==> config.mk <==
export PLATFORM = sky130hd
export DESIGN_NAME = framebuffer_writer
export DESIGN_NICKNAME = d
export VERILOG_FILES = /design/src/rtl/fb_pkg.sv /design/src/rtl/pixel_fifo.sv /design/src/rtl/framebuffer_writer.sv
export SDC_FILE = /design/constraint.sdc
export NUM_CORES = 1
export LEC_CHECK = 0
export ABC_AREA = 1
export BUFFER_PORTS_ARGS = -buffer_cell sky130_fd_sc_hd__buf_2
export CORE_UTILIZATION = 55
export CTS_CLUSTER_DIAMETER = 60
export DETAILED_ROUTE_END_ITERATION = 8
export GPL_ROUTABILITY_DRIVEN = 0
export PLACE_DENSITY_LB_ADDON = 0.08
export SETUP_SLACK_MARGIN = 0.05
export SYNTH_ARGS = -nofsm -noshare
export SYNTH_HDL_FRONTEND = slang
export SYNTH_SLANG_ARGS = --single-unit
export TNS_END_PERCENT = 1
==> constraint.sdc <==
create_clock -name clk_in -period 3.95 [get_ports clk_in]
set_input_delay 0.1975 -clock clk_in [delete_from_list [all_inputs] [get_ports clk_in]]
set_output_delay 0.1975 -clock clk_in [all_outputs]
set_load 0.05 [all_outputs]
==> src/rtl/fb_pkg.sv <==
// rtl/fb_pkg.sv - shared framebuffer writer types and default geometry
package fb_pkg;

    localparam int FB_WIDTH    = 320;
    localparam int FB_HEIGHT   = 180;
    localparam int FB_SIZE     = FB_WIDTH * FB_HEIGHT;
    localparam int ADDR_WIDTH  = $clog2(2 * FB_SIZE);
    localparam int COLOR_WIDTH = 16;

    typedef enum logic [1:0] {
        RUN   = 2'd0,
        CLEAR = 2'd1,
        FLUSH = 2'd2,
        SWAP  = 2'd3
    } fbw_state_t;

    typedef logic [ADDR_WIDTH-1:0]  fb_addr_t;
    typedef logic [COLOR_WIDTH-1:0] fb_color_t;

    // One queued framebuffer write.
    typedef struct packed {
        fb_addr_t  addr;
        fb_color_t color;
    } pixel_entry_t;

endpackage

==> src/rtl/pixel_fifo.sv <==
// rtl/pixel_fifo.sv - synchronous show-ahead FIFO for queued pixel writes
//
// Ports:
//   clk_in, rst_in   clock, synchronous active-high reset
//   push_i           write push_data_i (ignored when full unless popping too)
//   pop_i            advance read side (ignored when empty)
//   pop_data_o       head entry, valid whenever empty_o is low
//   full_o, empty_o  occupancy flags
module pixel_fifo #(
    parameter  int WIDTH = 8,
    parameter  int DEPTH = 16,
    localparam int PTR_W = $clog2(DEPTH)
) (
    input  logic             clk_in,
    input  logic             rst_in,
    input  logic             push_i,
    input  logic [WIDTH-1:0] push_data_i,
    input  logic             pop_i,
    output logic [WIDTH-1:0] pop_data_o,
    output logic             full_o,
    output logic             empty_o
);

    localparam logic [PTR_W:0] DEPTH_C = (PTR_W + 1)'(DEPTH);

    logic [WIDTH-1:0] mem_q [DEPTH];
    logic [PTR_W-1:0] wr_ptr_q, wr_ptr_d;
    logic [PTR_W-1:0] rd_ptr_q, rd_ptr_d;
    logic [PTR_W:0]   count_q, count_d;
    logic             do_push;
    logic             do_pop;

    assign empty_o    = (count_q == '0);
    assign full_o     = (count_q == DEPTH_C);
    assign pop_data_o = mem_q[rd_ptr_q];

    // A pop frees the slot being written, so push on full is accepted then.
    assign do_pop  = pop_i && !empty_o;
    assign do_push = push_i && (!full_o || do_pop);

    always_comb begin
        wr_ptr_d = wr_ptr_q;
        rd_ptr_d = rd_ptr_q;
        count_d  = count_q;
        if (do_push) begin
            wr_ptr_d = wr_ptr_q + 1'b1;
        end
        if (do_pop) begin
            rd_ptr_d = rd_ptr_q + 1'b1;
        end
        if (do_push && !do_pop) begin
            count_d = count_q + 1'b1;
        end else if (do_pop && !do_push) begin
            count_d = count_q - 1'b1;
        end
    end

    always_ff @(posedge clk_in) begin
        if (rst_in) begin
            wr_ptr_q <= '0;
            rd_ptr_q <= '0;
            count_q  <= '0;
        end else begin
            wr_ptr_q <= wr_ptr_d;
            rd_ptr_q <= rd_ptr_d;
            count_q  <= count_d;
        end
    end

    always_ff @(posedge clk_in) begin
        if (do_push) begin
            mem_q[wr_ptr_q] <= push_data_i;
        end
    end

endmodule

==> src/rtl/framebuffer_writer.sv <==
// rtl/framebuffer_writer.sv - rasterizer pixel stream to double-buffered framebuffer writes
//
// Ports:
//   clk_in, rst_in           clock, synchronous active-high reset
//   px_x, px_y, px_valid     signed pixel stream from the rasterizer (no backpressure)
//   draw_color               colour sampled with px_valid
//   raster_done              pulse: all triangles of the frame rasterized
//   clear_start, clear_color pulse: fill the back buffer with clear_color
//   fb_addr, fb_data, fb_we  registered BRAM write port
//   back_buf                 buffer currently drawn into
//   frame_swap               pulse in the cycle back_buf shows its new value
//   busy                     anything still queued, in flight or not idle
//   overflow                 sticky: a pixel was dropped on a full FIFO
module framebuffer_writer #(
    parameter  int COORD_WIDTH = 32,
    parameter  int FB_WIDTH    = fb_pkg::FB_WIDTH,
    parameter  int FB_HEIGHT   = fb_pkg::FB_HEIGHT,
    parameter  int COLOR_WIDTH = fb_pkg::COLOR_WIDTH,
    parameter  int FIFO_DEPTH  = 16,
    localparam int FB_SIZE     = FB_WIDTH * FB_HEIGHT,
    localparam int ADDR_WIDTH  = $clog2(2 * FB_SIZE)
) (
    input  logic                          clk_in,
    input  logic                          rst_in,
    input  logic signed [COORD_WIDTH-1:0] px_x,
    input  logic signed [COORD_WIDTH-1:0] px_y,
    input  logic                          px_valid,
    input  logic                          raster_done,
    input  logic                          clear_start,
    input  logic        [COLOR_WIDTH-1:0] clear_color,
    input  logic        [COLOR_WIDTH-1:0] draw_color,
    output logic        [ADDR_WIDTH-1:0]  fb_addr,
    output logic        [COLOR_WIDTH-1:0] fb_data,
    output logic                          fb_we,
    output logic                          back_buf,
    output logic                          frame_swap,
    output logic                          busy,
    output logic                          overflow
);

    import fb_pkg::*;

    localparam logic [ADDR_WIDTH-1:0]         FB_WIDTH_A = ADDR_WIDTH'(FB_WIDTH);
    localparam logic [ADDR_WIDTH-1:0]         FB_SIZE_A  = ADDR_WIDTH'(FB_SIZE);
    localparam logic [ADDR_WIDTH-1:0]         CLEAR_LAST = ADDR_WIDTH'(FB_SIZE - 1);
    localparam logic signed [COORD_WIDTH-1:0] X_LIM      = COORD_WIDTH'(FB_WIDTH);
    localparam logic signed [COORD_WIDTH-1:0] Y_LIM      = COORD_WIDTH'(FB_HEIGHT);

    // ---------------- S1: bounds check and capture ----------------
    logic                   s1_valid_q, s1_valid_d;
    logic [ADDR_WIDTH-1:0]  s1_x_q, s1_x_d;
    logic [ADDR_WIDTH-1:0]  s1_y_q, s1_y_d;
    logic [COLOR_WIDTH-1:0] s1_color_q, s1_color_d;
    logic                   in_bounds;

    assign in_bounds = !px_x[COORD_WIDTH-1] && (px_x < X_LIM) &&
                       !px_y[COORD_WIDTH-1] && (px_y < Y_LIM);

    always_comb begin
        s1_valid_d = px_valid && in_bounds;
        // Coordinates are only meaningful when in bounds, so truncation is safe.
        s1_x_d     = ADDR_WIDTH'(px_x);
        s1_y_d     = ADDR_WIDTH'(px_y);
        s1_color_d = draw_color;
    end

    // ---------------- S2: linear address ----------------
    logic                   s2_valid_q, s2_valid_d;
    logic [ADDR_WIDTH-1:0]  s2_addr_q, s2_addr_d;
    logic [COLOR_WIDTH-1:0] s2_color_q, s2_color_d;
    logic [ADDR_WIDTH-1:0]  buf_base;

    assign buf_base = back_buf ? FB_SIZE_A : '0;

    always_comb begin
        s2_valid_d = s1_valid_q;
        s2_addr_d  = buf_base + s1_y_q * FB_WIDTH_A + s1_x_q;
        s2_color_d = s1_color_q;
    end

    // ---------------- FIFO and drain path ----------------
    fbw_state_t   state_q, state_d;
    logic         drain_en;
    logic         fifo_push;
    logic         fifo_pop;
    logic         fifo_full;
    logic         fifo_empty;
    logic         bypass;
    pixel_entry_t push_entry;
    pixel_entry_t fifo_head;

    assign drain_en = (state_q == RUN) || (state_q == FLUSH);
    assign fifo_pop = drain_en && !fifo_empty;
    // With nothing queued ahead, S2 goes straight to the output register;
    // this keeps px_valid -> fb_we at three cycles without breaking order.
    assign bypass    = drain_en && fifo_empty && s2_valid_q;
    assign fifo_push = s2_valid_q && !bypass;

    always_comb begin
        push_entry       = '0;
        push_entry.addr  = fb_addr_t'(s2_addr_q);
        push_entry.color = fb_color_t'(s2_color_q);
    end

    pixel_fifo #(
        .WIDTH ($bits(pixel_entry_t)),
        .DEPTH (FIFO_DEPTH)
    ) u_pixel_fifo (
        .clk_in      (clk_in),
        .rst_in      (rst_in),
        .push_i      (fifo_push),
        .push_data_i (push_entry),
        .pop_i       (fifo_pop),
        .pop_data_o  (fifo_head),
        .full_o      (fifo_full),
        .empty_o     (fifo_empty)
    );

    // ---------------- FSM, clear counter, output register ----------------
    logic [ADDR_WIDTH-1:0]  clr_cnt_q, clr_cnt_d;
    logic                   pending_q, pending_d;
    logic                   back_buf_q, back_buf_d;
    logic                   frame_swap_q, frame_swap_d;
    logic                   overflow_q, overflow_d;
    logic [ADDR_WIDTH-1:0]  fb_addr_q, fb_addr_d;
    logic [COLOR_WIDTH-1:0] fb_data_q, fb_data_d;
    logic                   fb_we_q, fb_we_d;

    always_comb begin
        state_d      = state_q;
        clr_cnt_d    = clr_cnt_q;
        pending_d    = pending_q;
        back_buf_d   = back_buf_q;
        frame_swap_d = 1'b0;
        unique case (state_q)
            RUN: begin
                if (clear_start) begin
                    state_d   = CLEAR;
                    clr_cnt_d = '0;
                    if (raster_done) begin
                        pending_d = 1'b1;
                    end
                end else if (raster_done || pending_q) begin
                    state_d = FLUSH;
                end
            end
            CLEAR: begin
                if (raster_done) begin
                    pending_d = 1'b1;
                end
                if (clr_cnt_q == CLEAR_LAST) begin
                    state_d   = RUN;
                    clr_cnt_d = '0;
                end else begin
                    clr_cnt_d = clr_cnt_q + 1'b1;
                end
            end
            FLUSH: begin
                // The final write sits in the output register now and
                // commits on this edge, so the swap cannot overtake it.
                if (!s1_valid_q && !s2_valid_q && fifo_empty) begin
                    state_d = SWAP;
                end
            end
            SWAP: begin
                back_buf_d   = !back_buf_q;
                frame_swap_d = 1'b1;
                pending_d    = 1'b0;
                state_d      = RUN;
            end
            default: state_d = RUN;
        endcase
    end

    always_comb begin
        overflow_d = overflow_q || (fifo_push && fifo_full && !fifo_pop);
        fb_addr_d  = fb_addr_q;
        fb_data_d  = fb_data_q;
        fb_we_d    = 1'b0;
        if (state_q == CLEAR) begin
            fb_addr_d = buf_base + clr_cnt_q;
            fb_data_d = clear_color;
            fb_we_d   = 1'b1;
        end else if (fifo_pop) begin
            fb_addr_d = ADDR_WIDTH'(fifo_head.addr);
            fb_data_d = COLOR_WIDTH'(fifo_head.color);
            fb_we_d   = 1'b1;
        end else if (bypass) begin
            fb_addr_d = s2_addr_q;
            fb_data_d = s2_color_q;
            fb_we_d   = 1'b1;
        end
    end

    always_ff @(posedge clk_in) begin
        if (rst_in) begin
            s1_valid_q   <= 1'b0;
            s1_x_q       <= '0;
            s1_y_q       <= '0;
            s1_color_q   <= '0;
            s2_valid_q   <= 1'b0;
            s2_addr_q    <= '0;
            s2_color_q   <= '0;
            state_q      <= RUN;
            clr_cnt_q    <= '0;
            pending_q    <= 1'b0;
            back_buf_q   <= 1'b0;
            frame_swap_q <= 1'b0;
            overflow_q   <= 1'b0;
            fb_addr_q    <= '0;
            fb_data_q    <= '0;
            fb_we_q      <= 1'b0;
        end else begin
            s1_valid_q   <= s1_valid_d;
            s1_x_q       <= s1_x_d;
            s1_y_q       <= s1_y_d;
            s1_color_q   <= s1_color_d;
            s2_valid_q   <= s2_valid_d;
            s2_addr_q    <= s2_addr_d;
            s2_color_q   <= s2_color_d;
            state_q      <= state_d;
            clr_cnt_q    <= clr_cnt_d;
            pending_q    <= pending_d;
            back_buf_q   <= back_buf_d;
            frame_swap_q <= frame_swap_d;
            overflow_q   <= overflow_d;
            fb_addr_q    <= fb_addr_d;
            fb_data_q    <= fb_data_d;
            fb_we_q      <= fb_we_d;
        end
    end

    assign back_buf   = back_buf_q;
    assign frame_swap = frame_swap_q;
    assign overflow   = overflow_q;
    assign fb_addr    = fb_addr_q;
    assign fb_data    = fb_data_q;
    assign fb_we      = fb_we_q;
    assign busy       = (state_q != RUN) || !fifo_empty || s1_valid_q || s2_valid_q;

endmodule

==> impl_results.md <==
- Setup violators final: 0
- Largest family of logic cells by synthesized area: simple AND/OR/NAND/NOR gates
- Fraction of registers with async set/reset: 0%
- Minimum clock period: 3420 ps
- Max Fanout on Critical Path: 5
- Routed WL per cell: 21.2 µm
- DRT iter0 DRCs: 2005
- Syn Inst Count: 2632
- Clock Tree Buf Depth: 3
- EDFF count, synth: 528
- Post-synthesis mux area share: 0%
- Die width: 229 µm
- Worst Tran Pin Value: 993 ps
- Max-capacitance violation count: 0
- Number of global-route vias before repair: 19300
- Util after Layout: 64.3%
- Top_reg_cell synth: edfxtp_1
- Synthesized area: 28300 µm²
- Routed wire length: 74800 µm
- Detailed placement HPWL: 41900 µm
- Total clock buffers created by CTS: 69
- Antenna Violating Nets Remaining: 0
- Ant diodes: 0
- Worst setup EP type: flop
- Final Max Tran Viols: 0
- Most Frequent Cell on Critical Path: nor2_1
- CTS root buf: clkbuf_16
- Row count: 82
- Final setup margin: 532 ps
- Place WS: 538 ps
- Worst-Skew Late Latency: 610 ps
- Syn Area/Cell: 10.7 µm²
- CTS tree: built
- Port bufs: 138
- Critical-path top delay cell: fa_1
- Vias: 20300
- Pre-Repair DR Iteration Count: 5
- Setup skew after layout: 15.2 ps
- F_max: 0.293 GHz
- Initial Util: 56.1%
- PD cells: 475 nW/µm²
- Reg clk slew, reported paths: 60 ps
- Status: completed
- Post-CTS Setup Bufs: 0
- Clock H-tree levels: 3
- YS warnings: 0
- CP Class: reg -> reg
- Worst EP arrival: 3910 ps
- Global Route Usage Sum: 28.8%
- Tcrit/Tclk final: 86.5%
- Post-Synth XOR/XNOR Area: 0.403%
- Yosys reg bits: 681
- Delay of the slowest cell on the worst path: 450 ps
- CP required: 4440 ps
- Total Power: 15.4 mW
- Layout cells sized above 1: 10.6%
- Setup tns final: 0 ps
- First-pass GRT wire length: 114000 µm
- Unique masters post-synth: 42
- Compound-gate portion of the synthesized area: 9.39%
- NumNets Final: 2957
- Initial antenna violation count: 1
- Area delta synth->final: 14.6%
- Max IR drop VDD: 0.000438 V
- Chip height: 229 µm
- DR DRC count: 0
- Vias/cell: 5.75
- Boundary Pins: 139
- Setup crit start kind: flop
- Pin count of the biggest net entering global routing: 126
- Worst min path class: in -> reg
- Gr ovfl total: 0
- Sink Count: 681
- Core ar.: 50400 µm²
- DIE AREA: 52300 µm²
- Sequential area share after synthesis: 67.0%
- Synth Area in Simple Gates: 15.9%
- Cell chain of the critical path: ha_1, ha_1, fa_1, nand3_1, nand2_1, a21oi_1, nor2_1, nor2_1, xnor2_1, fa_1, ha_1, nand2_1, nor2_1, nand2_1, nand3_1, nor2_1, nand3_1, nand2_1, nor2_1
- Worst rel slew slack: 33.8%
- Post-synthesis adder-cell area fraction: 2.49%
- Final Hold Viols: 0
- Pleak: 12.3 nW
- RSZ-0062 raised after global routing: false
- Mapped Nets: 2785
==> worst max-delay path, delay by kind of cell, from the launching register on <==
| family | cells | cell delay [ps] |
|---|---|---|
| and+or+nand+nor | 12 | 930 |
| xor gates and xnor gates | 1 | 160 |
| DFF | 1 | 330 |
| adders and majority gates | 5 | 1770 |
| AOI/OAI and AO/OA | 1 | 140 |
==> metal layers <==
metal	GRT usage, %	part of all wire [%]	vias to the layer above
li1	-	-	9455
met1	40.8	43	9833
met2	45.3	46	888
met3	4.84	8.7	108
met4	9.46	2.4	0
met5	0	0	-
==> report_power, final <==
group	internal (mW)	switching (mW)
Sequential	7.90	0.243
Clock	3.52	2.63
Combinational	0.321	0.756
==> flip-flops by register name (all words and copies together), names as in the netlist, 2 cells and up, named ones only <==
signal,count
fb_addr,17
clr_cnt_q,17
fb_data,16
u_pixel_fifo.wr_ptr_q,4
s1_y_q,11
state_q,2
u_pixel_fifo.mem_q,528
u_pixel_fifo.count_q,5
s2_color_q,16
u_pixel_fifo.rd_ptr_q,4
s1_x_q,17
s2_addr_q,17
s1_color_q,16
==> cells in the mapped netlist (all sizes together) (2+ instances only) <==
cell type	count	area share (%)
a31oi	3	0.066
dfxtp	153	11
inv	158	2.1
a211oi	2	0.053
or2	3	0.066
o21bai	2	0.053
nor2	460	6.1
nand4	6	0.13
clkinv	2	0.027
nand3	216	3.8
ha	45	2.0
clkbuf	64	0.85
o21ai	260	4.6
o31ai	6	0.16
fa	7	0.50
edfxtp	528	56
xnor2	4	0.12
xor2	9	0.28
nor4	10	0.22
buf	83	1.9
nand3b	2	0.053
nand2	394	5.2
a21oi	108	1.9
o21a	2	0.058
o211ai	92	2.4
nor3	10	0.19
==> logic make-up after synthesis <==
kind of cell / Yosys count
flip-flops: 681
AO/OA/AOI/OAI: 476
AND/OR/NAND/NOR: 1103
buffers and inverters: 307
XOR/XNOR: 13
adder cells (fa/ha/maj): 52
==> what timing repair did <==
| action | CTS | global route |
|---|---|---|
| endpoints found under the hold margin | 61 | 0 |
| hold buffers | 64 | 0 |
| resized for setup | 0 | 0 |
==> through the flow <==
stage | std cells | area, µm² | hold WS (ps)
finish | 3526 | 32400 | 45.3
global route | 3526 | 32400 | 38.7
CTS | 3526 | 32400 | 1.65
detailed placement | 3341 | 29700 | 394
global placement | 3341 | 29700 | 390
floorplan | 2632 | 28300 | 304
==> cell type report <==
cell class	count	area [µm²]
Sequential cell	681	18900
Fill cell	3857	18000
Multi-Input combinational cell	1644	8090
Clock buffer	90	1910
Timing Repair Buffer	248	1830
Tap cell	672	841
Inverter	160	607
Clock inverter	31	188
==> final timing paths <==
kind,start,endpoint,slack (ps),cells past startpoint
setup / recovery,s1_y_q[1],s2_addr_q[16],530,19
hold / removal,clear_color[1],fb_data[1],50,5
setup reg to reg,s1_y_q[1],s2_addr_q[16],530,19
hold reg to reg,s1_color_q[7],s2_color_q[7],400,2
==> placed cells by master (no fill, tap or decap), types with 2 or more instances in the layout <==
cell / instances
edfxtp_1: 528
nor2_1: 443
nand2_1: 394
o21ai_0: 236
nand3_1: 215
inv_1: 153
dfxtp_1: 150
buf_2: 137
a21oi_1: 108
o211ai_1: 92
clkbuf_16: 73
dlygate4sd3_1: 64
ha_1: 45
buf_4: 35
o21ai_1: 23
clkinv_1: 20
nor2_4: 16
clkbuf_1: 15
buf_12: 12
nor4_1: 10
xor2_1: 9
nor3_1: 9
clkinv_2: 8
fa_1: 7
nand4_1: 6
o31ai_1: 6
xnor2_1: 4
inv_2: 3
a31oi_1: 3
or2_2: 2
o21bai_1: 2
nand3b_1: 2
a211oi_1: 2
dfxtp_4: 2
bufinv_16: 2
clkinvlp_4: 2
clkinvlp_2: 2
clkbuf_8: 2
Power figures use the tool's default switching activity.
